[config.mk]
export PLATFORM = sky130hd
export DESIGN_NAME = booth_radix4_seq_mul
export DESIGN_NICKNAME = d
export VERILOG_FILES = /design/src/rtl/booth_radix4_seq_mul.sv
export SDC_FILE = /design/constraint.sdc
export NUM_CORES = 1
export LEC_CHECK = 0
export BUFFER_PORTS_ARGS = -buffer_cell sky130_fd_sc_hd__buf_2
export CAP_MARGIN = 20
export CORE_ASPECT_RATIO = 0.6
export CORE_MARGIN = 3
export CORE_UTILIZATION = 36
export DETAILED_ROUTE_END_ITERATION = 8
export GPL_ROUTABILITY_DRIVEN = 1
export HOLD_SLACK_MARGIN = 0.15
export PLACE_DENSITY = 0.61
export SLEW_MARGIN = 5
export SYNTH_ARGS = -nofsm -noshare
export SYNTH_HDL_FRONTEND = slang
export SYNTH_SLANG_ARGS = --single-unit
[constraint.sdc]
create_clock -name clk -period 5.1 [get_ports clk]
set_input_delay 0.255 -clock clk [delete_from_list [all_inputs] [get_ports clk]]
set_output_delay 0.255 -clock clk [all_outputs]
set_load 0.02 [all_outputs]
[src/rtl/booth_radix4_seq_mul.sv]
// Sequential radix-4 Booth multiplier: one Booth digit retired per clock, WIDTH/2+1 digits.
// Operands are extended to WIDTH+2 bits so signed and unsigned share one datapath.
module booth_radix4_seq_mul #(
  parameter int WIDTH = 32
) (
  input  logic               clk,
  input  logic               reset,
  input  logic               start,
  input  logic               signed_mode,
  input  logic [WIDTH-1:0]   multiplicand,
  input  logic [WIDTH-1:0]   multiplier,
  output logic               busy,
  output logic               done,
  output logic [2*WIDTH-1:0] product
);

  localparam int EW   = WIDTH + 2;
  localparam int AW   = WIDTH + 4;
  localparam int NDIG = WIDTH / 2 + 1;
  localparam int CW   = $clog2(NDIG + 1);

  typedef enum logic [1:0] {IDLE, CALC, DONE} state_t;

  state_t               state, state_nxt;
  logic                 load;
  logic signed [EW-1:0] a_q;
  logic signed [AW-1:0] hi_q;
  logic [EW-1:0]        lo_q;
  logic                 bm1_q;
  logic [CW-1:0]        cnt_q;

  logic signed [AW-1:0] pp;
  logic signed [AW-1:0] sum;
  logic signed [AW-1:0] hi_nxt;
  logic [EW-1:0]        lo_nxt;
  logic signed [EW-1:0] a_ext;
  logic [EW-1:0]        b_ext;

  function automatic logic signed [AW-1:0] booth_pp(input logic [2:0] win,
                                                    input logic signed [EW-1:0] a);
    logic signed [AW-1:0] a1;
    a1 = {{2{a[EW-1]}}, a};
    case (win)
      3'b001, 3'b010: booth_pp = a1;
      3'b011:         booth_pp = a1 <<< 1;
      3'b100:         booth_pp = -(a1 <<< 1);
      3'b101, 3'b110: booth_pp = -a1;
      default:        booth_pp = '0;
    endcase
  endfunction

  assign a_ext = signed_mode ? {{2{multiplicand[WIDTH-1]}}, multiplicand}
                             : {2'b00, multiplicand};
  assign b_ext = signed_mode ? {{2{multiplier[WIDTH-1]}}, multiplier}
                             : {2'b00, multiplier};

  // Booth step: add the selected partial product, then shift {hi, lo} right by 2
  assign pp     = booth_pp({lo_q[1:0], bm1_q}, a_q);
  assign sum    = hi_q + pp;
  assign hi_nxt = sum >>> 2;
  assign lo_nxt = {sum[1:0], lo_q[EW-1:2]};

  always_comb begin
    state_nxt = state;
    load      = 1'b0;
    case (state)
      IDLE, DONE: begin
        if (start) begin
          load      = 1'b1;
          state_nxt = CALC;
        end else begin
          state_nxt = IDLE;
        end
      end
      CALC: begin
        if (cnt_q == CW'(1)) state_nxt = DONE;
      end
      default: state_nxt = IDLE;
    endcase
  end

  assign busy = (state == CALC);
  assign done = (state == DONE);

  always_ff @(posedge clk or negedge reset) begin
    if (!reset) state <= IDLE;
    else        state <= state_nxt;
  end

  always_ff @(posedge clk or negedge reset) begin
    if (!reset) begin
      a_q     <= '0;
      hi_q    <= '0;
      lo_q    <= '0;
      bm1_q   <= 1'b0;
      cnt_q   <= '0;
      product <= '0;
    end else if (load) begin
      a_q   <= a_ext;
      hi_q  <= '0;
      lo_q  <= b_ext;
      bm1_q <= 1'b0;
      cnt_q <= CW'(NDIG);
    end else if (state == CALC) begin
      hi_q  <= hi_nxt;
      lo_q  <= lo_nxt;
      bm1_q <= lo_q[1];
      cnt_q <= cnt_q - CW'(1);
      // After the last digit, {hi, lo} is the exact product
      if (cnt_q == CW'(1)) product <= {hi_nxt[2*WIDTH-EW-1:0], lo_nxt};
    end
  end

endmodule

==> results of run 1 <==
[final timing paths]
kind	cells after the start	from	slack [ns]	to
min in group asynchronous	3	reset	0.52	product[30]
hold reg to reg	2	product[26]	0.47	product[26]
max in group asynchronous	3	reset	3.86	product[53]
hold / removal	3	signed_mode	0.21	a_q[32]
setup / recovery	22	a_q[0]	0.13	hi_q[34]
setup reg to reg	22	a_q[0]	0.13	hi_q[34]
[layout make-up]
class | instances | share of cell area [%]
multi-input cells | 946 | 43.8
repair buffers | 298 | 15.6
flip-flops and latches | 173 | 32.2
inverters | 20 | 0.558
clock inverters | 14 | 1.25
clock buffers | 18 | 3.19
well taps | 367 | 3.41
[cells by family (layout without fill, tap and decap cells)]
kind of cell | Yosys count | in the layout | synth area share (%)
xor gates and xnor gates | 61 | 61 | 5.22
adders and majority gates | 39 | 39 | 4.84
AOI/OAI and AO/OA | 295 | 295 | 19.3
DFF | 173 | 173 | 42.3
muxes | 29 | 29 | 3.15
and+or+nand+nor | 522 | 522 | 21.7
buffers and inverters | 92 | 350 | 3.46
[per-layer routing]
layer,vias to the layer above,track usage [%]
met3,24,5.68
met4,2,3.83
met2,300,30.6
met5,-,0
li1,4740,-
met1,4764,33.4
[placed cells by master, fill, tap and decap left out, types with 34 or more instances in the layout]
cell           count
xnor2_1           38
dlygate4sd3_1     65
ha_1              34
buf_2            132
buf_4             96
a21oi_1           40
dfrtp_1          173
nor2_1            83
o21ai_0           47
nand2_1          331
a31oi_1           36
[critical path: stages (launching register included)]
cell and delay (ns):
dfrtp_1 0.39, inv_2 0.09, ha_4 0.14, or4b_4 0.51, or3_4 0.35, or4_4 0.45, buf_6 0.15, nand2_2 0.07
xnor2_2 0.07, a221oi_2 0.27, a21oi_2 0.08, ha_1 0.34, buf_4 0.12, nand4_1 0.17, inv_1 0.14, nand4_1 0.21
a211oi_4 0.33, o2111ai_2 0.16, a211oi_2 0.25, buf_4 0.18, nor2_1 0.06, a221oi_2 0.19, a31oi_1 0.12
[repair_timing]
action | CTS | global route
endpoints found under the setup margin | 16 | 24
pin swaps | 5 | 23
resized for setup | 21 | 58
hold buffers | 65 | 0
hold endpoints to repair | 239 | 0
setup buffers | 0 | 10
[per-stage QoR]
stage	cell area, um^2	TNS, ns	hold slack [ns]	util [%]
global placement	11800	-0.114	0.447	42.5
global route	13500	-0.0339	0.190	48.5
detailed placement	11800	-1.46	0.451	42.5
finish	13500	0	0.213	48.5
floorplan	10200	0	-0.0406	-
CTS	13100	0	0.198	47.3
[flip-flops by register name (all words and copies together) (netlist names)]
| name | flops |
|---|---|
| a_q | 33 |
| bm1_q | 1 |
| lo_q | 34 |
| product | 64 |
| cnt_q | 5 |
| state | 2 |
| hi_q | 34 |
==> impl_metrics.json, run 1 <==
{
  "status": "finished, final reports clean",
  "synth_nets": 1318,
  "synth_area_leader_cell": "dfrtp_1",
  "ys_seq_area_share_pct": 42.3,
  "yosys_register_bits": 173,
  "initial_utilization_pct": 36.9,
  "finalCriticalPeriod_ns": 4.97,
  "setup_viol": 0,
  "synth_common_cells": "334 x nand2_1, 173 x dfrtp_1, 84 x nor2_1",
  "fp.dieW_um": 224,
  "crit_path_end_kind": "flip-flop",
  "rows": 47,
  "wl_per_cell_um": 17.9,
  "coreArea_um2": 27800,
  "num_vias": 9830,
  "critical_path_class": "reg2reg",
  "top_layer": "met5",
  "fillers": 2676,
  "clk_latency_ns": 0.46,
  "detail_route.first_pass.iterations": 6,
  "multiInputGateArea_um2": 5900,
  "area_growth_pct": 31.5,
  "die_h_um": 137,
  "clkTransAtPathRegs_ns": 0.07,
  "clock.fmax_ghz": 0.201,
  "grt_pass1_wl_mm": 52.0,
  "hold_path_class": "in2reg",
  "drtIter0Drc": 869,
  "met1_length_mm": 16.8,
  "setup_slack_ns": 0.131,
  "cts-root-buf": "clkbuf_16",
  "cp.required_ns": 5.42,
  "pre_cts_ws_ns": -0.272,
  "dpl.cell_count": 1729,
  "tightest_slew_ns": 1.02,
  "slew_violations": 0,
  "clockBufferDepth": 2,
  "final_antenna_net_count": 0,
  "diodes": 0,
  "start_kind": "flip-flop",
  "synthArstFlopShare_pct": 100,
  "grtUsageTotal_pct": 21.7,
  "layout.nets": 1563,
  "crit_arrival_ns": 5.29,
  "critPathMaxFanout": 4,
  "die_area_um2": 30600,
  "wl_mm": 32.9,
  "synth.most_common_cell": "nand2_1",
  "maxCapViolCount": 0,
  "clock_sinks": 173,
  "ios": 134,
  "yosys_most_used_dff": "dfrtp_1",
  "io_buffers": 133,
  "synth_edf_count": 0,
  "synth_area_leaders": "dfrtp_1 42%, nand2_1 12%, ha_1 4.6%, xnor2_1 3.4%, nor2_1 3.1%",
  "clock_skew_ns": 0.0160,
  "syn-instance-count": 1211,
  "routabilityCongestion": 0.922,
  "cts_buffers": 17,
  "finalHoldViolCount": 0,
  "synthesis.area_um2": 10200,
  "period_share_pct": 97.4,
  "dr_wl_met2_mm": 13.7,
  "dp_hpwl_mm": 22.6,
  "cts_tree": "yes",
  "route.met3.wl_mm": 2.16,
  "synth.avg_cell_area_um2": 8.46,
  "seq_area_um2": 4330,
  "synthDominantCellAreaShare_pct": 42.3,
  "antenna_found_initial": 1,
  "via_per_inst": 5.35,
  "overflow": 0,
  "slew_headroom_pct": 32.2,
  "grt_max_degree": 174,
  "cts_max_level": 4,
  "synth_warnings": 0,
  "grt_pass1_vias": 9332,
  "drive_gt1_share_pct": 24.8,
  "ys_types": 65,
  "stdcell_count": 1836,
  "post-route-drc-count": 0
}
Power of run 1 is not shown: default switching activity piles up to over one toggle a cycle in this logic, so the estimate is an artifact.
==> inputs of run 2 (changes only) <==
Settings changed: CORE_UTILIZATION 36 to 53, PLACE_DENSITY 0.61 to 0.82.
==> run 2 against run 1 <==
  * Core utilization up 22 points
  * Via count up 2.8%
  * Register-to-register slack worse by 0.04 ns
  * Non-clock buffer count down 16
  * Worst setup slack worse by 0.043 ns
  * First-iteration DRC count up 61%
==> impl_metrics.json, run 2 (synthesis results as in run 1) <==
{
  "status": "finished, final reports clean",
  "clock.fmax_ghz": 0.200,
  "fp.dieW_um": 185,
  "route.met3.wl_mm": 3.23,
  "setup_viol": 0,
  "clk_latency_ns": 0.44,
  "final_antenna_net_count": 0,
  "clock_skew_ns": 0.0132,
  "antenna_found_initial": 0,
  "overflow": 0,
  "die_area_um2": 21100,
  "cp_num_buf_inv": 2,
  "cts_max_level": 4,
  "hold_path_class": "in2async",
  "critical_path_class": "reg2reg",
  "met1_length_mm": 14.5,
  "finalCriticalPeriod_ns": 5.01,
  "critPathMaxFanout": 4,
  "drive_gt1_share_pct": 22.8,
  "grt_pass1_wl_mm": 50.1,
  "ios": 134,
  "initial_utilization_pct": 55.4,
  "top_layer": "met4",
  "dr_wl_met2_mm": 13.1,
  "slew_headroom_pct": 34.8,
  "cts_tree": "yes",
  "place_area_um2": 11500,
  "worst-path-stages": 21,
  "largest_reg_flops": 64,
  "slowest_stage": "or4b_4",
  "io_buffers": 133,
  "crit_path_end_kind": "flip-flop",
  "wl_per_cell_um": 18.5,
  "slowest_delay_ns": 0.51,
  "fillers": 1388,
  "grt_max_degree": 94,
  "rows": 38,
  "coreArea_um2": 18500,
  "grt_pass1_vias": 9291,
  "post-route-drc-count": 0,
  "routabilityCongestion": 0.970,
  "finalHoldViolCount": 0,
  "cts_buffers": 17,
  "crit_family": "simple AND/OR/NAND/NOR gates",
  "multiInputGateArea_um2": 5770,
  "via_per_inst": 5.97,
  "period_share_pct": 98.3,
  "layout.nets": 1547,
  "start_kind": "flip-flop",
  "wl_mm": 31.3,
  "diodes": 0,
  "dp_hpwl_mm": 21.3,
  "cts-root-buf": "clkbuf_16",
  "layout_commonest_cell": "nand2_1",
  "seq_area_um2": 4330,
  "clockBufferDepth": 2,
  "maxCapViolCount": 0,
  "drtIter0Drc": 1395,
  "area_growth_pct": 27.2,
  "cp.required_ns": 5.40,
  "reg_top3": "product (64), hi_q (34), lo_q (34)",
  "regMostFlops": "product",
  "clkTransAtPathRegs_ns": 0.07,
  "num_vias": 10100,
  "tightest_slew_ns": 0.979,
  "rsz0062_at_grt": "true",
  "die_h_um": 114,
  "path_cells": "inv_2, ha_4, or4b_4, or3_4, or4_4, or3_4, nand2_1, xnor2_1, nand2_1, o311ai_2, ha_1, a21o_1, a21o_1, a2111oi_2, buf_4, a211oi_4, o2111ai_2, a211oi_2, and4_1, a2111oi_2, a31oi_1",
  "design_area_um2": 13000,
  "crit_arrival_ns": 5.32,
  "detail_route.first_pass.iterations": 6,
  "clock_sinks": 173,
  "grtUsageTotal_pct": 29.9,
  "final_cell_mix": "332 x nand2_1, 173 x dfrtp_1, 132 x buf_2",
  "slew_violations": 0,
  "rr_worst_depth": 21
}
## run 2: cell count changes in the layout (fill, tap and decap cells not counted), moves of 2 or more
cell	change
o22ai_1	+2
buf_4	-14
o21ai_2	-4
a21oi_1	+3
ha_2	+2
o22ai_2	-2
buf_12	-2
o21ai_0	+2
o21ai_1	+2
a21oi_2	-3
## run 2: final timing paths
check	startpoint	endpoint	slack (ns)
hold reg to reg	product[26]	product[26]	0.47
max in group asynchronous	reset	product[6]	3.59
hold / removal	reset	product[26]	0.33
setup reg to reg	a_q[0]	hi_q[34]	0.09
setup / recovery	a_q[0]	hi_q[34]	0.09
min in group clk	product[26]	product[26]	0.47
## run 2: area by class of cell
cell class | instances | share of cell area (%)
inverter | 20 | 0.576
multi-input combinational | 946 | 44.2
tap | 240 | 2.30
timing repair buffer | 282 | 15.0
clock inverter | 15 | 1.34
sequential | 173 | 33.2
clock buffer | 17 | 3.26
## run 2: what timing repair did
action / in CTS / in global routing
hold endpoints to repair: 118 / 0
setup endpoints to repair: 11 / 25
gates resized for setup: 17 / 39
hold buffers: 66 / 0
pin swaps: 4 / 13
buffers inserted: 0 / 4
## run 2: through the flow
stage / utilization, % / setup TNS (ns) / std cells / worst slack [ns] / hold WS (ns)
after floorplan: - / 0 / 1211 / 0.0569 / -0.0406
after global placement: 62.4 / -0.0243 / 1591 / -0.0243 / 0.236
after detailed placement: 62.4 / -0.502 / 1591 / -0.226 / 0.243
after CTS: 69.5 / 0 / 1689 / 0.0114 / 0.352
after global routing: 70.5 / -0.251 / 1693 / -0.137 / 0.403
final: 70.5 / 0 / 1693 / 0.0880 / 0.333
## run 2: layer usage
| metal | vias up | global-route usage, % |
|---|---|---|
| met5 | - | 0 |
| met4 | 0 | 6.79 |
| met3 | 55 | 6.60 |
| met2 | 550 | 42.0 |
| met1 | 4796 | 46.9 |
| li1 | 4703 | - |
Power of run 2 is left out for the same reason.
==> inputs of run 3 (changes only) <==
Settings changed: ABC_AREA set to 1.
==> run 3 against run 2 <==
  * Critical path depth shrank 6
  * Maximum frequency grew 22%
  * Core utilization shrank 4.7 points
  * Global-route usage grew 2.0 points
  * Die area grew 2.5%
  * Register-to-register slack gained 0.90 ns
  * First-iteration DRC count grew 2.2%
  * Synthesized cell count grew 17%
  * Cell count grew 11%
  * Area after synthesis grew 2.6%
  * Clock skew shrank 0.0030 ns
==> impl_metrics.json, run 3 <==
{
  "crit_family": "compound AO/OA/AOI/OAI gates",
  "clkTransAtPathRegs_ns": 0.07,
  "rsz0062_at_grt": "false",
  "critical_path_class": "reg2reg",
  "via_per_inst": 5.61,
  "rows": 39,
  "synth_common_cells": "386 x nand2_1, 222 x o21ai_0, 173 x dfrtp_1",
  "final_util_pct": 65.7,
  "path_cells": "nand2_1, inv_1, nor2_1, inv_1, nor2_1, buf_4, inv_1, o21ai_0, ha_1, a21oi_1, o21ai_1, a21oi_2, o21ai_1, xnor2_1, o21ai_0",
  "slew_violations": 0,
  "status": "finished, final reports clean",
  "antenna_found_initial": 1,
  "diodes": 0,
  "synth_warnings": 0,
  "cp.required_ns": 5.39,
  "synthesis.area_um2": 10500,
  "post-route-drc-count": 0,
  "cpMostUsedCell": "inv_1",
  "critPathMaxFanout": 26,
  "clock_skew_ns": 0.0102,
  "wl_per_cell_um": 18.0,
  "overflow": 0,
  "clockBufferDepth": 2,
  "die_h_um": 115,
  "stdcell_count": 1874,
  "synthDominantCellAreaShare_pct": 41.2,
  "period_share_pct": 80.6,
  "dp_hpwl_mm": 23.9,
  "cts_buffers": 17,
  "slew_headroom_pct": 37.5,
  "synth_edf_count": 0,
  "io_buffers": 133,
  "synth_nets": 1523,
  "hold_path_class": "in2async",
  "grtUsageTotal_pct": 31.9,
  "synthArstFlopShare_pct": 100,
  "crit_path_end_kind": "flip-flop",
  "clock.fmax_ghz": 0.243,
  "routabilityCongestion": 1.01,
  "cp_num_buf_inv": 4,
  "synth_area_leaders": "dfrtp_1 41%, nand2_1 14%, o21ai_0 11%, inv_1 4.7%, ha_1 4.5%",
  "seq_area_um2": 4330,
  "setup_viol": 0,
  "fillers": 1657,
  "ys_seq_area_share_pct": 41.2,
  "slowest_delay_ns": 0.41,
  "cts-root-buf": "clkbuf_16",
  "crit_arrival_ns": 4.40,
  "yosys_most_used_dff": "dfrtp_1",
  "grt_max_degree": 77,
  "regMostFlops": "product",
  "grt_pass1_wl_mm": 54.1,
  "layout.nets": 1702,
  "grt_pass1_vias": 10000,
  "reg_top3": "product (64), hi_q (34), lo_q (34)",
  "finalHoldViolCount": 0,
  "synth.most_common_cell": "nand2_1",
  "wl_mm": 33.7,
  "cts_resized": 0,
  "dpl.cell_count": 1776,
  "clock_sinks": 173,
  "coreArea_um2": 19200,
  "fp.dieW_um": 188,
  "clk_latency_ns": 0.44,
  "largest_reg_flops": 64,
  "slowest_stage": "dfrtp_1",
  "ys_types": 46,
  "die_area_um2": 21600,
  "syn-instance-count": 1416,
  "multiInputGateArea_um2": 5430,
  "num_vias": 10500,
  "drtIter0Drc": 1425,
  "cts_max_level": 4,
  "drive_gt1_share_pct": 13.6,
  "area_growth_pct": 20.3,
  "yosys_register_bits": 173,
  "initial_utilization_pct": 54.7,
  "tightest_slew_ns": 0.937,
  "finalCriticalPeriod_ns": 4.11,
  "synth.avg_cell_area_um2": 7.42,
  "cts_tree": "yes",
  "synth_area_leader_cell": "dfrtp_1",
  "detail_route.first_pass.iterations": 6,
  "final_cell_mix": "386 x nand2_1, 222 x o21ai_0, 173 x dfrtp_1",
  "finalSetupTns_ns": 0,
  "start_kind": "flip-flop",
  "ios": 134,
  "final_antenna_net_count": 0,
  "maxCapViolCount": 0,
  "layout_commonest_cell": "nand2_1"
}
## run 3: logic make-up (layout without fill, tap and decap cells)
logic type / Yosys count / count (layout) / synth area share (%)
AO/OA/AOI/OAI: 342 / 342 / 17.9
XOR/XNOR: 32 / 32 / 2.67
adder cells (fa/ha/maj): 39 / 39 / 4.71
buffers and inverters: 195 / 387 / 7.20
flip-flops: 173 / 173 / 41.2
AND/OR/NAND/NOR: 635 / 635 / 26.3
## run 3: worst paths after layout
path,to,slack (ns),cells past startpoint,from
max,hi_q[10],0.99,15,bm1_q
max in group asynchronous,product[19],3.43,3,reset
min reg2reg,product[59],0.47,2,product[59]
min,product[10],0.41,2,reset
max reg2reg,hi_q[10],0.99,15,bm1_q
min in group clk,state[0],0.42,4,start
## run 3: worst register-to-register path, delay by kind of cell, from the launching register on
family / cells / cell delay, ns
flops: 1 / 0.41
compound gates: 6 / 1.57
simple gates: 3 / 0.55
buf+inv: 4 / 0.65
xor+xnor: 1 / 0.39
fa+ha+maj: 1 / 0.40
## run 3: stage by stage
stage / hold WS (ns) / instance area (um^2) / worst slack (ns)
6_report: 0.405 / 12600 / 0.991
3_3_place_gp: 0.326 / 11400 / 1.32
5_1_grt: 0.448 / 12600 / 0.843
4_1_cts: 0.413 / 12600 / 1.14
2_1_floorplan: -0.0406 / 10500 / 2.13
3_5_place_dp: 0.330 / 11400 / 1.28
## run 3: timing repair
item	in CTS	in global routing
hold buffers	66	0
hold endpoints to repair	138	0
setup buffers	0	0
## run 3: layout make-up
class                      instances  area share (%)
sequential                       173            34.2
multi-input combinational       1048            42.9
clock buffer                      18            3.40
timing repair buffer             212            11.3
clock inverter                    14            1.25
inverter                         143            4.25
tap                              266            2.63
## run 3: per-layer routing
layer | global-route usage, % | up-vias | wire, um
li1 | - | 5069 | -
met1 | 47.8 | 4950 | 16300
met2 | 45.1 | 454 | 13300
met3 | 10.5 | 42 | 3540
met4 | 6.69 | 2 | 441
met5 | 0 | - | 11
Power of run 3 is left out for the same reason.
